===== src/rtl/wb_stage.sv =====
// wb_stage: MEM/WB pipeline register driving register-file writeback, forwarding tap and retire pulse.
// Latency: 1 cycle from MEM inputs to wb_* outputs; stall holds the register, flush kills the captured slot.
// Backpressure: stall freezes state and a done flag limits each instruction to one write; WB_RETIRE_CNT_EN adds a retired counter.
module wb_stage #(
    parameter int DATA_W = 32,
    parameter int RN_W   = 5
) (
    input  logic              clk,
    input  logic              clrn,
    input  logic              mem_valid,
    input  logic              mem_wreg,
    input  logic              mem_m2reg,
    input  logic [RN_W-1:0]   mem_rn,
    input  logic [DATA_W-1:0] mem_alu,
    input  logic [DATA_W-1:0] mem_mdo,
    input  logic              stall,
    input  logic              flush,
    output logic              wb_wreg,
    output logic [RN_W-1:0]   wb_rn,
    output logic [DATA_W-1:0] wdi,
    output logic              fwd_hit,
    output logic              retire,
    output logic [31:0]       retired
);

    logic              v_q;
    logic              wreg_q;
    logic              m2reg_q;
    logic [RN_W-1:0]   rn_q;
    logic [DATA_W-1:0] alu_q;
    logic [DATA_W-1:0] mdo_q;
    logic              done_q;

    always_ff @(posedge clk or posedge clrn) begin
        if (clrn) begin
            v_q     <= 1'b0;
            wreg_q  <= 1'b0;
            m2reg_q <= 1'b0;
            rn_q    <= '0;
            alu_q   <= '0;
            mdo_q   <= '0;
            done_q  <= 1'b0;
        end else if (!stall) begin
            v_q     <= mem_valid & ~flush;
            wreg_q  <= mem_wreg;
            m2reg_q <= mem_m2reg;
            rn_q    <= mem_rn;
            alu_q   <= mem_alu;
            mdo_q   <= mem_mdo;
            done_q  <= 1'b0;
        end else begin
            // Held instruction has already had its write cycle once done is set.
            if (v_q) begin
                done_q <= 1'b1;
            end
            if (flush) begin
                v_q <= 1'b0;
            end
        end
    end

    logic rn_nz;
    assign rn_nz   = (rn_q != '0);
    assign wdi     = m2reg_q ? mdo_q : alu_q;
    assign wb_rn   = rn_q;
    assign fwd_hit = v_q & wreg_q & rn_nz;
    assign wb_wreg = fwd_hit & ~done_q;
    assign retire  = v_q & ~done_q;

`ifdef WB_RETIRE_CNT_EN
    logic [31:0] retired_cnt;

    always_ff @(posedge clk or posedge clrn) begin
        if (clrn) begin
            retired_cnt <= '0;
        end else if (retire) begin
            retired_cnt <= retired_cnt + 32'd1;
        end
    end

    assign retired = retired_cnt;
`else
    assign retired = '0;
`endif

endmodule


===== config.mk =====
export PLATFORM = sky130hd
export DESIGN_NAME = wb_stage
export DESIGN_NICKNAME = d
export VERILOG_FILES = /design/src/rtl/wb_stage.sv
export SDC_FILE = /design/constraint.sdc
export NUM_CORES = 1
export LEC_CHECK = 0
export ABC_CLOCK_PERIOD_IN_PS = 2510
export CORE_ASPECT_RATIO = 0.5
export CORE_MARGIN = 2
export CORE_UTILIZATION = 29
export DETAILED_ROUTE_END_ITERATION = 7
export PLACE_DENSITY = 0.63
export SLEW_MARGIN = 40
export SYNTH_ARGS = -nofsm -noshare
export SYNTH_HDL_FRONTEND = slang
export SYNTH_SLANG_ARGS = --single-unit

===== constraint.sdc =====
create_clock -name clk -period 2.51 [get_ports clk]
set_input_delay 0.251 -clock clk [delete_from_list [all_inputs] [get_ports clk]]
set_output_delay 0.251 -clock clk [all_outputs]
set_load 0.02 [all_outputs]

==> impl_metrics.yaml <==
pwr:
  seqPwrFrac: 0.385
  p_comb_frac: 0.243
  power_density_nw_per_um2: 682
  leakage_nw: 2.36
  p_int_w: 0.00263
  p_switching_w: 0.000911
  finalPower_w: 0.00355
  p_sw_frac: 0.257
  irDropWorstVdd_uv: 318
  clock_power_share: 0.372
synth:
  synth_cell_type_count: 16
  synth_top_family_by_area: "multiplexers"
  synthMuxAreaShare: 0.387
  synth.yosys.warnings: 0
  ys_seq_elements: 73
  synth_xor_area_frac: 0
  yosysSeqAreaShare: 0.484
  synth_cells: 231
  synth_area_per_cell_um2: 16.3
  yosysTopAreaCell: "dfrtp_1"
  synth_top_area_frac: 0.484
  synth_compound_area_frac: 0.00531
  synth_fa_ha_area_frac: 0
  synth_area_leaders: "dfrtp_1 48%, mux2_4 31%, mux2_2 7.8%"
  synth-simple-area-share: 0.00531
  netlist_area_um2: 3770
die:
  initial_core_util: 0.297
  core_um2: 12700
  io_pins: 148
  die_w_um: 165
  row_count: 29
  die_y_um: 84.7
  dieArea_um2: 14000
sta:
  setup_slack_ns: 0.319
  skew_ns: 0.0000141
  rsz0062_at_grt: "no"
  tns_ns: 0
  hold_viol: 0
  fmax_mhz: 457
  slew_headroom: 0.651
  finalSetupViolCount: 0
  tightest_slew_ns: 0.519
  period_share: 0.873
  min_period_ns: 2.19
  drv_slew: 0
setup_path:
  endpoint_kind: "output pin"
  critPathArrivalTime_ns: 1.94
  start_kind: "flip-flop"
  crit_fanout: 3
  crit_start: "wb_rn[0]"
  path_class: "flip-flop to output pin"
  timing.rr.start: "m2reg_q"
  required_ns: 2.26
cells_and_area:
  diodes: 0
  final_cells: 524
  layout_common_cells: "114 x clkdlybuf4s50_1, 77 x mux2_4, 72 x dfrtp_1"
  final_common_cell: "clkdlybuf4s50_1"
  drive_above_1_share: 0.356
  nNetsFinal: 425
  fill_cells: 1187
  area_growth_pct: 37.8
run:
  maxCapViolations: 0
routing:
  vias_per_cell: 3.95
  drt_first_pass_iters: 2
  finalWirelength_um: 7880
  first_iter_violations: 71
  vias: 2070
  drc: 0
  route.antenna.remaining_nets: 0
  routedWlPerCell_um: 15.0
place:
  globalplace.congestion: 0.724
  dp_slack_ns: 0.667
  hpwl_um: 5520
  dpl.cell_count: 508
  portBuffers: 115
global_routing:
  grt_pass1_vias: 2143
  grt_antenna_before_repair: 0
  grt_max_degree: 57
  grt_pass1_wl_um: 12200
  gr-total-overflow: 0
  grtUsageTotal: 0.116
cts:
  clock_sink_count: 73
  clock_latency_ns: 0.33
  numCtsBuffers: 9
  cts.reportedPaths.clkPinSlew_ns: 0.06
  cts_hold_buf: 0
  cts_resized: 0
  cts_max_level: 3
  cts_tree: "yes"
  postCtsSetupBuffers: 0
  root_buffer: "clkbuf_16"
  clock_path_buffers: 2
run_status:
  status: "finished, final reports clean"
min_path:
  hp-class: "primary input to asynchronous set/reset pin"
[power by group through the flow]
stage / combinational [W] / sequential [W] / clock (W)
after global routing: 0.000912 / 0.00138 / 0.00142
after CTS: 0.000874 / 0.00137 / 0.00137
after detailed placement: 0.000872 / 0.00138 / 0
after floorplan: 0.000584 / 0.00137 / 0
after global placement: 0.000865 / 0.00138 / 0
final: 0.000862 / 0.00136 / 0.00132
[sequential cells by signal, indices dropped and copies added, names as in the netlist]
register	count
wreg_q	1
mdo_q	32
v_q	1
alu_q	32
done_q	1
m2reg_q	1
wb_rn	5
[cells in the mapped netlist]
cell type and number:
a211oi_1 1, a21oi_1 1, buf_12 7, buf_4 32, buf_6 5, conb_1 1, dfrtp_1 73, inv_1 2
mux2_2 26, mux2_4 77, mux2i_1 1, nand2_1 1, nor2_1 1, nor2b_1 1, nor4_1 1, o21a_1 1
[layer usage]
metal | track usage | share of wire | vias up
met5 | 0 | 0 | -
met1 | 0.155 | 0.45 | 1029
met4 | 0.0353 | 0.010 | 0
met3 | 0.0282 | 0.039 | 8
li1 | - | - | 977
met2 | 0.186 | 0.50 | 56
[path summary, 6_finish.rpt]
kind                            end  slack, ns  depth (start not counted)
max                         wb_wreg       0.32                          3
min                        mdo_q[2]       0.24                          2
max reg2reg                 m2reg_q       1.48                          2
min reg2reg                mdo_q[8]       0.50                          1
max in group asynchronous   m2reg_q       1.63                          3
min in group clk           mdo_q[4]       0.39                          2
[through the flow]
stage	instance area (µm²)	hold WS [ns]	util
6_report	5200	0.241	0.409
4_1_cts	5200	0.244	0.409
2_1_floorplan	3890	0.317	-
3_5_place_dp	4890	0.489	0.385
5_1_grt	5200	0.279	0.409
3_3_place_gp	4890	0.485	0.385
[cells by family after synthesis]
family / Yosys count
multiplexers: 104
flip-flops: 73
buffers and inverters: 46
AND/OR/NAND/NOR: 4
AO/OA/AOI/OAI: 3
other: 1
[final cells by class]
type                            count  area [µm²]  share of cell area
Inverter                            2        7.51             0.00144
Clock inverter                      4        51.3             0.00987
Multi-Input combinational cell    143        1620               0.311
Timing Repair Buffer              120        1220               0.235
Tap cell                          170         213              0.0409
Sequential cell                    73        1830               0.352
Clock buffer                       12         256              0.0493
[critical path, cell delays in order (launching register included)]
cell and delay, ns:
dfrtp_1 0.39, nor4_1 0.51, a211oi_1 0.15, clkdlybuf4s50_1 0.56
Note: power is estimated with default switching activity, not from simulation.
